<file path="src/rtl/if_fetch_unit_if.sv">
// Fetch-unit bus bundle: imem request/response, redirect input and the F->D handoff.
interface if_fetch_unit_if;
  logic        imem_req_valid;
  logic [31:0] imem_req_addr;
  logic        imem_req_ready;
  logic        imem_rsp_valid;
  logic [31:0] imem_rsp_data;
  logic        redirect_valid;
  logic [31:0] redirect_pc;
  logic        d_valid;
  logic [31:0] d_pc;
  logic [31:0] d_instr;
  logic        d_ready;

  // Fetch unit side
  modport master (
    output imem_req_valid, imem_req_addr, d_valid, d_pc, d_instr,
    input  imem_req_ready, imem_rsp_valid, imem_rsp_data, redirect_valid, redirect_pc, d_ready
  );

  // Environment side (imem, branch unit, D-stage register)
  modport slave (
    input  imem_req_valid, imem_req_addr, d_valid, d_pc, d_instr,
    output imem_req_ready, imem_rsp_valid, imem_rsp_data, redirect_valid, redirect_pc, d_ready
  );
endinterface

</file>
<file path="src/rtl/if_fetch_unit.sv">
// Instruction fetch unit: PC generation, credit-based imem requests, in-order
// (pc, instr) buffer feeding the D-stage register, redirect flush with stale-response drop.
module if_fetch_unit #(
  parameter logic [31:0] RESET_PC  = 32'h0000_3000,
  parameter int unsigned BUF_DEPTH = 2
) (
  input logic       clk,
  input logic       reset,
  if_fetch_unit_if.master bus
);

  localparam int unsigned  PTR_W = $clog2(BUF_DEPTH);
  localparam int unsigned  CNT_W = PTR_W + 1;
  localparam logic [CNT_W:0] DEPTH = (CNT_W+1)'(BUF_DEPTH);

  logic [31:0]      fetch_pc_q, fetch_pc_d;
  logic [CNT_W-1:0] outst_q, outst_d;
  logic [CNT_W-1:0] drop_q, drop_d;
  logic [CNT_W-1:0] count_q, count_d;
  logic [PTR_W-1:0] wr_q, wr_d, rd_q, rd_d;
  logic [PTR_W-1:0] infl_wr_q, infl_wr_d, infl_rd_q, infl_rd_d;
  logic [31:0]      infl_pc_q [BUF_DEPTH];
  logic [31:0]      infl_pc_d [BUF_DEPTH];
  logic [31:0]      buf_pc_q [BUF_DEPTH];
  logic [31:0]      buf_pc_d [BUF_DEPTH];
  logic [31:0]      buf_instr_q [BUF_DEPTH];
  logic [31:0]      buf_instr_d [BUF_DEPTH];

  logic           has_entry, pop, credit, issue, rsp, push;
  logic [CNT_W:0] occ;

  // Handshake decode and issue credit
  always_comb begin
    has_entry = (count_q != '0);
    pop       = has_entry && !bus.redirect_valid && bus.d_ready;
    // A same-cycle pop frees a slot before any new response can land (latency >= 1),
    // which is what sustains one instruction per cycle at BUF_DEPTH = 2.
    occ       = {1'b0, outst_q} + {1'b0, count_q} - {{CNT_W{1'b0}}, pop};
    credit    = reset && !bus.redirect_valid && (occ < DEPTH);
    issue     = credit && bus.imem_req_ready;
    rsp       = bus.imem_rsp_valid && (outst_q != '0);
    push      = rsp && (drop_q == '0) && !bus.redirect_valid;
  end

  // Next-state: PC, in-flight tracking, drop counter, output buffer
  always_comb begin
    fetch_pc_d  = fetch_pc_q;
    outst_d     = outst_q + CNT_W'(issue) - CNT_W'(rsp);
    drop_d      = drop_q;
    count_d     = count_q;
    wr_d        = wr_q;
    rd_d        = rd_q;
    infl_wr_d   = infl_wr_q;
    infl_rd_d   = infl_rd_q;
    infl_pc_d   = infl_pc_q;
    buf_pc_d    = buf_pc_q;
    buf_instr_d = buf_instr_q;

    // Every response, kept or dropped, retires the oldest in-flight pc
    if (issue) begin
      infl_pc_d[infl_wr_q] = fetch_pc_q;
      infl_wr_d            = infl_wr_q + 1'b1;
      fetch_pc_d           = fetch_pc_q + 32'd4;
    end
    if (rsp) begin
      infl_rd_d = infl_rd_q + 1'b1;
    end

    if (bus.redirect_valid) begin
      fetch_pc_d = {bus.redirect_pc[31:2], 2'b00};
      drop_d     = outst_d;
      count_d    = '0;
      wr_d       = '0;
      rd_d       = '0;
    end else begin
      if (rsp && (drop_q != '0)) begin
        drop_d = drop_q - 1'b1;
      end
      if (push) begin
        buf_pc_d[wr_q]    = infl_pc_q[infl_rd_q];
        buf_instr_d[wr_q] = bus.imem_rsp_data;
        wr_d              = wr_q + 1'b1;
      end
      if (pop) begin
        rd_d = rd_q + 1'b1;
      end
      count_d = count_q + CNT_W'(push) - CNT_W'(pop);
    end
  end

  // State registers
  always_ff @(posedge clk or negedge reset) begin
    if (!reset) begin
      fetch_pc_q  <= RESET_PC;
      outst_q     <= '0;
      drop_q      <= '0;
      count_q     <= '0;
      wr_q        <= '0;
      rd_q        <= '0;
      infl_wr_q   <= '0;
      infl_rd_q   <= '0;
      infl_pc_q   <= '{default: '0};
      buf_pc_q    <= '{default: '0};
      buf_instr_q <= '{default: '0};
    end else begin
      fetch_pc_q  <= fetch_pc_d;
      outst_q     <= outst_d;
      drop_q      <= drop_d;
      count_q     <= count_d;
      wr_q        <= wr_d;
      rd_q        <= rd_d;
      infl_wr_q   <= infl_wr_d;
      infl_rd_q   <= infl_rd_d;
      infl_pc_q   <= infl_pc_d;
      buf_pc_q    <= buf_pc_d;
      buf_instr_q <= buf_instr_d;
    end
  end

  // Outputs: head entry, nop and fetch_pc when empty, suppressed during redirect
  always_comb begin
    bus.imem_req_valid = credit;
    bus.imem_req_addr  = fetch_pc_q;
    bus.d_valid        = has_entry && !bus.redirect_valid;
    bus.d_pc           = has_entry ? buf_pc_q[rd_q] : fetch_pc_q;
    bus.d_instr        = (has_entry && !bus.redirect_valid) ? buf_instr_q[rd_q] : '0;
  end

  // Credit must prevent a response landing on a full buffer
  a_no_overflow: assert property (@(posedge clk) disable iff (!reset)
    !(push && (count_q == CNT_W'(BUF_DEPTH)) && !pop));

endmodule

</file>
<file path="src/flat_wrapper.sv">
// flat-port wrapper written by rule: the top's interface ports become plain ports
module if_fetch_unit_flat 
#(
  parameter logic [31:0] RESET_PC  = 32'h0000_3000,
  parameter int unsigned BUF_DEPTH = 2
)
  (clk, reset, bus_imem_req_valid, bus_imem_req_addr, bus_d_valid, bus_d_pc, bus_d_instr, bus_imem_req_ready, bus_imem_rsp_valid, bus_imem_rsp_data, bus_redirect_valid, bus_redirect_pc, bus_d_ready);
  if_fetch_unit_if bus_i ();
  input logic clk;
  input logic reset;
  output wire logic [$bits(bus_i.imem_req_valid)-1:0] bus_imem_req_valid;
  output wire logic [$bits(bus_i.imem_req_addr)-1:0] bus_imem_req_addr;
  output wire logic [$bits(bus_i.d_valid)-1:0] bus_d_valid;
  output wire logic [$bits(bus_i.d_pc)-1:0] bus_d_pc;
  output wire logic [$bits(bus_i.d_instr)-1:0] bus_d_instr;
  input wire logic [$bits(bus_i.imem_req_ready)-1:0] bus_imem_req_ready;
  input wire logic [$bits(bus_i.imem_rsp_valid)-1:0] bus_imem_rsp_valid;
  input wire logic [$bits(bus_i.imem_rsp_data)-1:0] bus_imem_rsp_data;
  input wire logic [$bits(bus_i.redirect_valid)-1:0] bus_redirect_valid;
  input wire logic [$bits(bus_i.redirect_pc)-1:0] bus_redirect_pc;
  input wire logic [$bits(bus_i.d_ready)-1:0] bus_d_ready;
  assign bus_imem_req_valid = bus_i.imem_req_valid;
  assign bus_imem_req_addr = bus_i.imem_req_addr;
  assign bus_d_valid = bus_i.d_valid;
  assign bus_d_pc = bus_i.d_pc;
  assign bus_d_instr = bus_i.d_instr;
  assign bus_i.imem_req_ready = bus_imem_req_ready;
  assign bus_i.imem_rsp_valid = bus_imem_rsp_valid;
  assign bus_i.imem_rsp_data = bus_imem_rsp_data;
  assign bus_i.redirect_valid = bus_redirect_valid;
  assign bus_i.redirect_pc = bus_redirect_pc;
  assign bus_i.d_ready = bus_d_ready;
  if_fetch_unit #(.RESET_PC(RESET_PC), .BUF_DEPTH(BUF_DEPTH)) u_core (.clk(clk), .reset(reset), .bus(bus_i));
endmodule
</file>
<file path="config.mk">
export PLATFORM = sky130hd
export DESIGN_NAME = if_fetch_unit_flat
export DESIGN_NICKNAME = d
export VERILOG_FILES = /design/src/rtl/if_fetch_unit_if.sv /design/src/rtl/if_fetch_unit.sv /design/src/flat_wrapper.sv
export SDC_FILE = /design/constraint.sdc
export NUM_CORES = 1
export LEC_CHECK = 0
export ABC_AREA = 1
export BUFFER_PORTS_ARGS = -buffer_cell sky130_fd_sc_hd__buf_4
export CAP_MARGIN = 0
export CORE_MARGIN = 5
export CORE_UTILIZATION = 62
export CTS_BUF_LIST = sky130_fd_sc_hd__clkbuf_16
export DETAILED_ROUTE_END_ITERATION = 7
export PLACE_DENSITY = 0.88
export SYNTH_ARGS = -nofsm -noshare
export SYNTH_HDL_FRONTEND = slang
export SYNTH_SLANG_ARGS = --single-unit
</file>
<file path="constraint.sdc">
create_clock -name clk -period 5.24 [get_ports clk]
set_input_delay 0.262 -clock clk [delete_from_list [all_inputs] [get_ports clk]]
set_output_delay 0.262 -clock clk [all_outputs]
set_load 0.02 [all_outputs]
</file>
Word level (Yosys, flattened, before mapping)
Index checks and enable logic that the tools add are counted.
{"block": "classes", "addsub": 12, "order_cmp": 7, "mux": 27, "n_bitwise": 5, "reduce_logical": 21}
{"cell": "2-to-1 mux 32 bit", "n": 15}
{"cell": "bitwise mux 64 bit", "n": 3}
{"cell": "demux 32 bit (select 1 bit)", "n": 2}
{"cell": "adder 32 x 3 -> 32 bit (second input constant)", "n": 1}
{"cell": "nonzero test 2 bit", "n": 7}
{"cell": "logical AND 1 bit", "n": 11}
{"cell": "greater-or-equal comparator 2 bit (second input constant)", "n": 4}
{"cell": "inverter 1 -> 2 bit", "n": 4}
{"cell": "2-to-1 mux 2 bit", "n": 3}
{"cell": "adder 1 bit (second input constant)", "n": 4}
{"cell": "adder 2 x 1 -> 2 bit", "n": 2}
{"cell": "< comparator 2 x 1 -> 1 bit (second input constant)", "n": 2}
{"cell": "2-to-1 mux 1 bit", "n": 4}
{"cell": "subtractor 2 x 1 -> 2 bit", "n": 2}
{"cell": "adder 2 x 2 -> 3 bit", "n": 1}
{"cell": "< comparator 3 x 2 -> 1 bit (second input constant)", "n": 1}
{"cell": "subtractor 3 x 1 -> 3 bit", "n": 1}
{"cell": "zero test 2 bit", "n": 1}
{"cell": "AND reduction 2 bit", "n": 1}
{"cell": "subtractor 2 x 1 -> 2 bit (second input constant)", "n": 1}
{"cell": "zero test 1 bit", "n": 1}
{"cell": "inverter 1 bit", "n": 1}
{"block": "word_totals", "reg_bits": 234, "output_inout_bits": 98}

Depth between registers and ports, before layout
Gate-level depths: netlist of the first run.
{"block": "depth", "word_depth": 10, "depth_mapped": 17, "ltp_nobuf": 16}

Least setup slack after synthesis of the first run
No wires, ideal clock.
{"block": "synth_path", "kind": "input to register", "from": "input port bus_redirect_valid", "to": "register u_core.drop_q[1]", "setup_time_ps": 87, "t_arrival_ps": 2759, "setup_slack_ps": 2394, "cell_stages": 16, "cell_sequence": "buf_4 > nor2_1 > nand2_1 > nand2_1 > nand3_1 > fa_1 > nand2_1 > nor2_2 > nand3_2 > inv_2 > clkbuf_1 > ha_1 > xnor2_1 > xor2_1 > nand2_1 > o211ai_1"}
{"block": "synth_via", "elab_chain_cells": 10, "elab_cells_between_ends": 12, "classes_between": "add/sub (3); order compare (1); mux (1); reduce/logical (7)"}
{"item": "start: declaration", "line": "flat_wrapper.sv:19", "text": "input wire logic [$bits(bus_i.redirect_valid)-1:0] bus_redirect_valid;"}
{"item": "zero test 1 bit *", "line": "if_fetch_unit.sv:35, if_fetch_unit.sv:39"}
{"item": "logical AND 1 bit (2 in a row)", "line": "if_fetch_unit.sv:35", "text": "pop = has_entry && !bus.redirect_valid && bus.d_ready;"}
{"item": "subtractor 3 x 1 -> 3 bit", "line": "if_fetch_unit.sv:38", "text": "occ = {1'b0, outst_q} + {1'b0, count_q} - {{CNT_W{1'b0}}, pop};"}
{"item": "< comparator 3 x 2 -> 1 bit", "line": "if_fetch_unit.sv:39", "text": "credit = reset && !bus.redirect_valid && (occ < DEPTH);"}
{"item": "logical AND 1 bit *", "line": "if_fetch_unit.sv:39"}
{"item": "logical AND 1 bit *", "line": "if_fetch_unit.sv:40", "text": "issue = credit && bus.imem_req_ready;"}
{"item": "via u_core.issue", "line": "if_fetch_unit.sv:29", "text": "logic has_entry, pop, credit, issue, rsp, push;"}
{"item": "adder 2 x 1 -> 2 bit *", "line": "if_fetch_unit.sv:48", "text": "outst_d = outst_q + CNT_W'(issue) - CNT_W'(rsp);"}
{"item": "subtractor 2 x 1 -> 2 bit *", "line": "if_fetch_unit.sv:48"}
{"item": "via u_core.outst_d[1]", "line": "if_fetch_unit.sv:17", "text": "logic [CNT_W-1:0] outst_q, outst_d;"}
{"item": "2-to-1 mux 2 bit *", "line": "if_fetch_unit.sv:69", "text": "if (bus.redirect_valid) begin"}
{"item": "end signal: assignment", "line": "if_fetch_unit.sv:108", "text": "drop_q <= drop_d;"}
{"item": "end: declaration", "line": "if_fetch_unit.sv:18", "text": "logic [CNT_W-1:0] drop_q, drop_d;"}
Mark *: on every way through the listed nets, which the timed path passes. The rest lies on a longest branch.
A chain may end at the register's enable or synchronous reset.

Worst setup path after layout of the first run
{"block": "layout_path", "from": "register u_core.count_q[1]", "to": "register u_core.drop_q[1]"}
{"block": "layout_via", "elab_chain_cells": 10, "elab_cells_between_ends": 11, "classes_between": "add/sub (4); order compare (1); mux (1); reduce/logical (5)"}
{"item": "start: declaration", "line": "if_fetch_unit.sv:19", "text": "logic [CNT_W-1:0] count_q, count_d;"}
{"item": "start signal: assignment", "line": "if_fetch_unit.sv:109", "text": "count_q <= count_d;"}
{"item": "branches (longest 3 deep; another with adder 2 x 2 -> 3 bit)"}
{"item": "subtractor 3 x 1 -> 3 bit *", "line": "if_fetch_unit.sv:38"}
{"item": "< comparator 3 x 2 -> 1 bit *", "line": "if_fetch_unit.sv:39"}
{"item": "logical AND 1 bit *", "line": "if_fetch_unit.sv:39"}
{"item": "logical AND 1 bit *", "line": "if_fetch_unit.sv:40"}
{"item": "adder 2 x 1 -> 2 bit *", "line": "if_fetch_unit.sv:48"}
{"item": "subtractor 2 x 1 -> 2 bit *", "line": "if_fetch_unit.sv:48"}
{"item": "via u_core.outst_d[1]", "line": "if_fetch_unit.sv:17"}
{"item": "2-to-1 mux 2 bit *", "line": "if_fetch_unit.sv:69"}
Mark *: on every way through the listed nets, which the timed path passes.

==> flow_summary.toml, run 1 <==
[outcome]
status = "complete, no violations"

[clocking]
numCtsBuffers = 24
cts_tree = "done"
path_clk_slew_ns = 0.06
cts_resized = 0
cts.path.max_buffers = 3
cts.sink_count = 224
htree_levels = 1
holdBufCountCts = 16
post_cts_buffers = 0
clock-root-buffer = "clkbuf_16"
clock_latency_ns = 0.51

[route]
met1_length_um = 11300
ant_nets = 0
wire_per_inst_um = 15.0
vias_per_cell = 5.38
drt_first_iter_violations = 730
wl_met3_um = 2040
vias = 9849
met2WireLength_um = 13600
top_layer = "met4"
drt_pass1_iterations = 5
drc_errors = 0
drt_wl_total_um = 27500

[power_and_ir_drop]
power_leakage_nw = 7.09
power_mw = 6.69
power_per_cell_area_nw_per_um2 = 497
peakVddDrop_mv = 0.301

[sta]
setup_viol = 0
finalClockSkew_ns = 0.0138
maxSlewHeadroom_pct = 26.1
fmax_mhz = 283
period_needed_ns = 3.53
worst_pin_slew_ns = 1.11
drv_slew = 0
whs_ns = 0.0222
finalCritPeriodShare_pct = 67.3
setup_tns_ns = 0
rsz0062_at_grt = "false"
hold_viol = 0

[finish]
syn_to_final_growth_pct = 18.9
nets = 1663
drive_gt1_share_pct = 17.9
final_cell_mix = "nand2_1, dfrtp_1, buf_4"
instances_no_fill = 1832
n_fill_cell = 1255
layout_commonest_cell = "nand2_1"
diodes = 0

[logic_synthesis]
yosys_warnings = 0
synth_edf_count = 0
synth-seq-cells = 224
syn_area_per_cell_um2 = 7.84
netlist_area_um2 = 11300
async_reset_ff_share_pct = 100
ys_seq_area_share_pct = 49.5
synthCells = 1446
ys.flop_type = "dfrtp_1"
yosys.cell_types.count = 31

[floorplan]
die_x_um = 145
die_area_um2 = 21100
start_util_pct = 63.1
die_h_um = 145
ios = 168
rows = 49
core_um2 = 18000

[placement]
dp.cells = 1772
place_congestion = 0.905
io_buffers = 161
dp_hpwl_um = 17700

[setup_path]
cp.arrival_ns = 3.96
start_kind = "flop"
critical_path_required_ns = 5.67
end_kind = "flop"
crit_fanout = 34
crit_type = "flop to flop"

[global_route]
grt_start_max_net_pins = 84
antenna_found_initial = 0
gr-usage-all-layers_pct = 25.6
grt_pass1_wl_um = 46300
grt_pass1_vias = 9642
grt-ovfl-total = 0

[min_path]
hold_class = "input port to flop"

[run]
max-cap-violations = 0
==> metal layers <==
layer	up-vias	global-route usage, %
li1	4832	-
met1	4574	34.1
met2	390	43.8
met3	53	4.18
met4	0	6.72
met5	-	0
==> final cells by class <==
| cell class | instances | area (um2) | share of cell area (%) |
|---|---|---|---|
| inverter | 171 | 642 | 4.76 |
| clock buffer | 25 | 626 | 4.64 |
| multi-input combinational | 975 | 4690 | 34.8 |
| sequential | 224 | 5610 | 41.6 |
| tap | 229 | 287 | 2.13 |
| timing repair buffer | 189 | 1470 | 10.9 |
| clock inverter | 19 | 160 | 1.19 |
==> where the power goes <==
part | internal (mW) | switching (mW) | leakage (nW)
clock | 1.01 | 0.671 | 0.406
sequential | 2.36 | 0.395 | 2.85
combinational | 0.862 | 1.39 | 3.84
==> path summary, 6_finish.rpt <==
kind                       cells past startpoint  slack (ns)                            start                                        to
max                                           18        1.71      u_core.count_q[1]$_DFF_PN0_              u_core.drop_q[1]$_DFFE_PN0P_
max reg2reg                                   18        1.71      u_core.count_q[1]$_DFF_PN0_              u_core.drop_q[1]$_DFFE_PN0P_
min                                            3        0.02              bus_redirect_pc[15]  u_core.bus.imem_req_addr[15]$_DFFE_PN0P_
max in group asynchronous                      3        3.45                            reset        u_core.buf_instr_q[62]$_DFFE_PN0P_
min in group asynchronous                      2        0.34                            reset   u_core.bus.imem_req_addr[3]$_DFFE_PN0P_
min reg2reg                                    2        0.47  u_core.buf_pc_q[40]$_DFFE_PN0P_           u_core.buf_pc_q[40]$_DFFE_PN0P_
==> synthesized netlist by cell type, types with 2 or more instances <==
cell	count	area, um2
buf_6	9	101
dfstp_2	2	52.6
o21ai_2	30	263
o21ai_1	21	105
clkbuf_1	31	116
xnor2_1	2	17.5
buf_4	5	37.5
o211ai_1	31	233
xor2_1	7	61.3
mux2_2	32	360
buf_1	8	30.0
nand2_1	536	2010
dfrtp_1	222	5560
nand3_1	93	465
inv_1	168	631
buf_2	26	130
and2_1	2	12.5
nor2_1	46	173
o21ai_0	154	771
nand2_2	2	12.5
inv_2	3	11.3
ha_1	7	87.6
==> cell families after synthesis <==
family / after synthesis / synth area share, %
compound gates: 237 / 12.2
xor+xnor: 9 / 0.695
fa+ha+maj: 8 / 0.949
buf+inv: 250 / 9.33
flops: 224 / 49.5
mux: 32 / 3.18
other cells: 1 / 0.0331
simple gates: 685 / 24.1
==> sequential cells by signal (all words and copies together) (netlist names) <==
signal	cells
u_core.infl_rd_q	1
u_core.infl_wr_q	1
u_core.infl_pc_q	60
u_core.drop_q	2
u_core.rd_q	1
u_core.outst_q	2
u_core.buf_instr_q	64
u_core.wr_q	1
u_core.bus.imem_req_addr	30
u_core.buf_pc_q	60
u_core.count_q	2
==> per-stage QoR <==
| step | area (um2) | utilization [%] | setup slack, ns |
|---|---|---|---|
| final | 13500 | 75.0 | 1.71 |
| after global routing | 13500 | 75.0 | 1.33 |
| after CTS | 13500 | 75.0 | 1.70 |
| after detailed placement | 12500 | 69.7 | 1.58 |
| after global placement | 12500 | 69.7 | 1.64 |
| after floorplan | 11300 | - | 2.39 |
==> critical path, cell delays in order, from the launching register on <==
cell      delay (ns)
dfrtp_1         0.40
nor2_1          0.18
nor2_2          0.04
buf_4           0.25
nand2_1         0.19
inv_1           0.08
nand2_1         0.06
nand3_1         0.08
fa_1            0.49
nand2_1         0.06
nor2_2          0.14
nand3_2         0.08
buf_4           0.20
inv_2           0.42
ha_1            0.26
xnor2_1         0.13
xor2_1          0.21
nand2_1         0.08
o211ai_1        0.09
No activity file was read; power rests on OpenSTA's default activity.
==> run 2, diff against run 1 <==
--- a/config.mk
+++ b/config.mk
@@ -5,14 +5,14 @@
 export SDC_FILE = /design/constraint.sdc
 export NUM_CORES = 1
 export LEC_CHECK = 0
-export ABC_AREA = 1
+export ABC_AREA = 0
 export BUFFER_PORTS_ARGS = -buffer_cell sky130_fd_sc_hd__buf_4
 export CAP_MARGIN = 0
 export CORE_MARGIN = 5
-export CORE_UTILIZATION = 62
+export CORE_UTILIZATION = 52
 export CTS_BUF_LIST = sky130_fd_sc_hd__clkbuf_16
 export DETAILED_ROUTE_END_ITERATION = 7
-export PLACE_DENSITY = 0.88
+export PLACE_DENSITY = 0.79
 export SYNTH_ARGS = -nofsm -noshare
 export SYNTH_HDL_FRONTEND = slang
 export SYNTH_SLANG_ARGS = --single-unit
==> constraint.sdc (replaced) <==
create_clock -name clk -period 3.1 [get_ports clk]
set_input_delay 0.155 -clock clk [delete_from_list [all_inputs] [get_ports clk]]
set_output_delay 0.155 -clock clk [all_outputs]
set_load 0.02 [all_outputs]
==> run 2 against run 1 <==
Net effect:
- critical path depth is 6 lower
- clock power grew 54%
- cell count shrank 21%
- critical path type unchanged
==> flow_summary.toml, run 2 <==
[outcome]
status = "complete, no violations"

[logic_synthesis]
synth_most_common_cell = "dfrtp_1"
synth_top_area_share_pct = 52.1
yosys_warnings = 0
ys_seq_area_share_pct = 52.6
synth_edf_count = 0
netlist_area_um2 = 10700
synthCells = 968
synth-seq-cells = 224
syn_area_per_cell_um2 = 11.0
netlist_top_cells_count = "dfrtp_1, mux2_2, nor2_1, mux2i_1, nand2_1"
synth_largest_area_cell = "dfrtp_1"
async_reset_ff_share_pct = 100
ys.flop_type = "dfrtp_1"
yosys.cell_types.count = 50
synth_area_leaders = "dfrtp_1, mux2_2, mux2i_1"

[route]
drt_wl_total_um = 25700
vias_per_cell = 5.52
vias = 8003
drc_errors = 0
drt_first_iter_violations = 574
wire_per_inst_um = 17.7
ant_nets = 0
drt_pass1_iterations = 6

[finish]
nets = 1245
regMostFlops = "u_core.buf_instr_q"
drive_gt1_share_pct = 29.2
syn_to_final_growth_pct = 25.9
reg_top3 = "u_core.buf_instr_q: 64 flops, u_core.buf_pc_q: 60 flops, u_core.infl_pc_q: 60 flops"
n_fill_cell = 1522
largest_reg_flops = 64
fin_area_um2 = 13400
layout_commonest_cell = "dfrtp_1"
final_cell_mix = "dfrtp_1, buf_4, mux2_2"
instances_no_fill = 1451

[sta]
hold_viol = 0
whs_ns = 0.0441
finalCritPeriodShare_pct = 92.4
period_needed_ns = 2.87
fmax_mhz = 349
setup_tns_ns = 0
setup_viol = 0
rsz0062_at_grt = "false"
drv_slew = 0
maxSlewHeadroom_pct = 31.2
worst_pin_slew_ns = 1.03
finalClockSkew_ns = 0.0115

[clocking]
clock-root-buffer = "clkbuf_16"
cts_tree = "done"
htree_levels = 1
clock_latency_ns = 0.50
cts.path.max_buffers = 3
numCtsBuffers = 23
cts.sink_count = 224
post_cts_buffers = 0
path_clk_slew_ns = 0.06

[global_route]
grt_pass1_vias = 8141
grt-ovfl-total = 0
antenna_found_initial = 1
grt_start_max_net_pins = 124
gr-usage-all-layers_pct = 21.7
grt_pass1_wl_um = 42300

[floorplan]
start_util_pct = 52.7
ios = 168
core_um2 = 20200
die_area_um2 = 23500
die_x_um = 153
rows = 52
die_h_um = 153

[placement]
dp.cells = 1348
dp_hpwl_um = 16800
place_congestion = 0.788
io_buffers = 161
dpl_cell_area_um2 = 12100

[power_and_ir_drop]
power_leakage_nw = 6.15
power_mw = 11.6
power_per_cell_area_nw_per_um2 = 868
peakVddDrop_mv = 0.616

[min_path]
hold_class = "input port to flop"

[setup_path]
critical_path_required_ns = 3.51
crit_family = "adder cells"
cp.arrival_ns = 3.28
cpPeakStageDelay_ns = 0.62
start_kind = "flop"
crit_type = "flop to flop"
end_kind = "flop"
crit_fanout = 21
timing.critical_path.cells = "inv_1 -> ha_1 -> fa_1 -> nand4b_4 -> or2_1 -> inv_2 -> buf_4 -> ha_1 -> xnor2_1 -> xnor2_1 -> nand2_1 -> o21ai_0"
slowest_stage = "fa_1"
rrSetupSlack_ns = 0.23
critPathBufInv = 3

[run]
max-cap-violations = 0
## run 2: worst register-to-register path: stages (launching register included)
cell and delay (ns):
dfrtp_1 0.40, inv_1 0.06, ha_1 0.29, fa_1 0.62
nand4b_4 0.12, or2_1 0.30, inv_2 0.08, buf_4 0.27
ha_1 0.21, xnor2_1 0.13, xnor2_1 0.16, nand2_1 0.07
o21ai_0 0.08
## run 2: final timing paths
kind | endpoint | from | cells after the start
worst max-delay path | u_core.drop_q[1]$_DFFE_PN0P_ | u_core.outst_q[1]$_DFF_PN0_ | 12
max in group asynchronous | u_core.infl_pc_q[48]$_DFFE_PN0P_ | reset | 3
worst min register to register | u_core.buf_pc_q[8]$_DFFE_PN0P_ | u_core.buf_pc_q[8]$_DFFE_PN0P_ | 2
worst max register to register | u_core.drop_q[1]$_DFFE_PN0P_ | u_core.outst_q[1]$_DFF_PN0_ | 12
worst min-delay path | u_core.infl_rd_q$_DFFE_PN0P_ | bus_imem_rsp_valid | 3
min in group asynchronous | u_core.buf_instr_q[26]$_DFFE_PN0P_ | reset | 2
## run 2: repair_timing
| item | CTS | global route |
|---|---|---|
| hold endpoints to repair | 141 | 0 |
| setup endpoints to repair | 0 | 1 |
| resized for setup | 0 | 1 |
| hold buffers | 64 | 0 |
## run 2: power breakdown
group          total, mW  switching (mW)  internal [mW]
registers           5.07           0.901           4.17
logic               4.00            1.99           2.01
clock network       2.58            1.08           1.50
total               11.6            3.97           7.67
## run 2: final cells by class
type	instances	area (um2)	area share (%)
inverter	19	71.3	0.532
sequential	224	5610	41.8
antenna	1	2.50	0.0186
tap	270	338	2.52
clock buffer	23	576	4.29
timing repair buffer	242	2050	15.3
clock inverter	15	114	0.849
multi-input combinational	657	4660	34.7
## run 2: cell families after synthesis
| family | share of synthesized area, % |
|---|---|
| buf+inv | 3.99 |
| mux | 21.3 |
| fa+ha+maj | 1.01 |
| compound gates | 8.13 |
| flops | 52.6 |
| other cells | 0.0352 |
| xor+xnor | 0.904 |
| simple gates | 12.0 |
## run 2: layer usage
layer	global-route usage [%]	part of all wire, %	vias up
met1	29.2	43	3933
met3	2.66	4.7	45
met2	37.1	50	222
met4	6.62	2.6	0
li1	-	-	3803
met5	0	0	-
## run 2: per-stage QoR
stage | worst slack (ns) | utilization [%]
6_report | 0.234 | 66.3
5_1_grt | 0.0453 | 66.3
4_1_cts | 0.203 | 66.3
3_5_place_dp | 0.244 | 59.7
3_3_place_gp | 0.305 | 59.7
2_1_floorplan | 0.246 | -
==> run 3, diff against run 2 <==
--- a/config.mk
+++ b/config.mk
@@ -5,7 +5,7 @@
 export SDC_FILE = /design/constraint.sdc
 export NUM_CORES = 1
 export LEC_CHECK = 0
-export ABC_AREA = 0
+export ABC_AREA = 1
 export BUFFER_PORTS_ARGS = -buffer_cell sky130_fd_sc_hd__buf_4
 export CAP_MARGIN = 0
 export CORE_MARGIN = 5
==> run 3 against run 2 <==
Net effect:
- power fell by 1.5%
- clock-buffer cell count up 2
- combinational power is essentially flat
- flip-flop and latch count did not move
- first-iteration DRC count increased by 25%
- cell count increased by 33%
- non-clock buffer count grew 1
- sequential power is 8.7% lower
- routed wire length rose by 15%
==> flow_summary.toml, run 3 (synthesized netlist as in run 1, its figures left out) <==
[sta]
period_needed_ns = 2.84
rsz0062_at_grt = "false"
setup_tns_ns = 0
drv_slew = 0
maxSlewHeadroom_pct = 42.9
setup_viol = 0
hold_viol = 0
finalCritPeriodShare_pct = 91.5
fmax_mhz = 353
worst_pin_slew_ns = 0.856
finalClockSkew_ns = 0.0150

[finish]
final_util_pct = 65.5
n_fill_cell = 1718
nets = 1717
instances_no_fill = 1936
largest_reg_flops = 64
diodes = 0
final_cell_mix = "nand2_1, dfrtp_1, buf_4"
syn_to_final_growth_pct = 24.8
reg_top3 = "u_core.buf_instr_q: 64 flops, u_core.buf_pc_q: 60 flops, u_core.infl_pc_q: 60 flops"
regMostFlops = "u_core.buf_instr_q"
layout_commonest_cell = "nand2_1"
drive_gt1_share_pct = 17.7

[route]
drc_errors = 0
ant_nets = 0
drt_wl_total_um = 29600
vias_per_cell = 5.19
wire_per_inst_um = 15.3
drt_first_iter_violations = 718
drt_pass1_iterations = 7
vias = 10045

[setup_path]
critical_path_required_ns = 3.47
start_kind = "flop"
cp.arrival_ns = 3.20
crit_type = "flop to flop"
end_kind = "flop"
crit_fanout = 60

[clocking]
path_clk_slew_ns = 0.06
clock-root-buffer = "clkbuf_16"
cts.path.max_buffers = 3
numCtsBuffers = 24
cts.sink_count = 224
clock_latency_ns = 0.52
htree_levels = 1
cts_tree = "done"

[placement]
dp.cells = 1828
place_congestion = 0.922
dp_hpwl_um = 18400
io_buffers = 161

[power_and_ir_drop]
power_leakage_nw = 7.34
peakVddDrop_mv = 0.425
p_switching_mw = 4.22
sequentialPowerShare_pct = 40.4
clkPwrFrac_pct = 24.9
power_per_cell_area_nw_per_um2 = 811
power_frac_comb_pct = 34.7
p_int_mw = 7.26
sw_frac_of_total_pct = 36.8

[floorplan]
start_util_pct = 52.4
die_area_um2 = 24900
die_x_um = 158
core_um2 = 21600
ios = 168
die_h_um = 158
rows = 54

[global_route]
grt_pass1_wl_um = 47400
gr-usage-all-layers_pct = 23.4
antenna_found_initial = 0
grt_start_max_net_pins = 149
grt_pass1_vias = 9519
grt-ovfl-total = 0

[run]
max-cap-violations = 0

[min_path]
hold_class = "input port to flop"

[outcome]
status = "complete, no violations"
[run 3: layer usage]
metal  track usage, %  part of all wire [%]  up-vias
met5                0                     0        -
met4             6.27                   2.2        0
met3             3.03                   7.1       42
met2             39.1                    48      373
met1             32.4                    43     4694
li1                 -                     -     4936
[run 3: final cells by class]
class                      count  area, um2  share of cell area (%)
multi-input combinational    975       4690                    33.2
sequential                   224       5610                    39.6
inverter                     171        648                    4.58
clock buffer                  25        626                    4.42
timing repair buffer         243       2070                    14.6
tap                          280        350                    2.48
clock inverter                18        160                    1.13
[run 3: metrics by stage]
stage	instance area [um2]	setup slack (ns)	total power [mW]	hold WS (ns)
floorplan	11300	0.264	7.20	-0.141
global placement	12700	0.204	8.36	0.0865
finish	14200	0.264	11.5	0.0794
detailed placement	12700	0.170	8.53	0.0866
global route	14200	0.0354	12.2	0.106
CTS	14100	0.150	11.5	0.0509
[run 3: power by group through the flow]
stage          Sequential [mW]  Clock, mW  Combinational, mW
2_1_floorplan             4.56          0               2.63
3_3_place_gp              4.59          0               3.77
3_5_place_dp              4.65          0               3.88
4_1_cts                   4.61       2.91               3.98
5_1_grt                   4.75       3.02               4.47
6_report                  4.63       2.86               3.99
[run 3: final timing paths]
path,slack (ns),depth (start not counted),to,startpoint
setup / recovery,0.26,15,u_core.infl_pc_q[30]$_DFFE_PN0P_,u_core.count_q[1]$_DFF_PN0_
hold / removal,0.08,3,u_core.rd_q$_DFFE_PN0P_,bus_d_ready
setup reg to reg,0.26,15,u_core.infl_pc_q[30]$_DFFE_PN0P_,u_core.count_q[1]$_DFF_PN0_
hold reg to reg,0.47,2,u_core.buf_pc_q[54]$_DFFE_PN0P_,u_core.buf_pc_q[54]$_DFFE_PN0P_
max in group asynchronous,1.84,3,u_core.bus.imem_req_addr[15]$_DFFE_PN0P_,reset
min in group asynchronous,0.11,2,u_core.buf_pc_q[18]$_DFFE_PN0P_,reset
[run 3: what timing repair did]
item	CTS	global route
hold endpoints to repair	125	0
setup endpoints to repair	0	33
hold buffers	64	0
resized for setup	0	3
setup buffers	0	1
[run 3: worst max-delay path, cell delays in order (launching register included)]
cell     delay, ns
dfrtp_1       0.40
nor2_1        0.17
nor2_2        0.05
nand2_1       0.12
inv_1         0.07
nand2_1       0.05
nand3_1       0.08
fa_1          0.49
nand2_1       0.06
nor2_2        0.17
nand3_4       0.18
inv_4         0.19
nand2_1       0.08
buf_4         0.29
nand2_1       0.12
o21ai_0       0.09
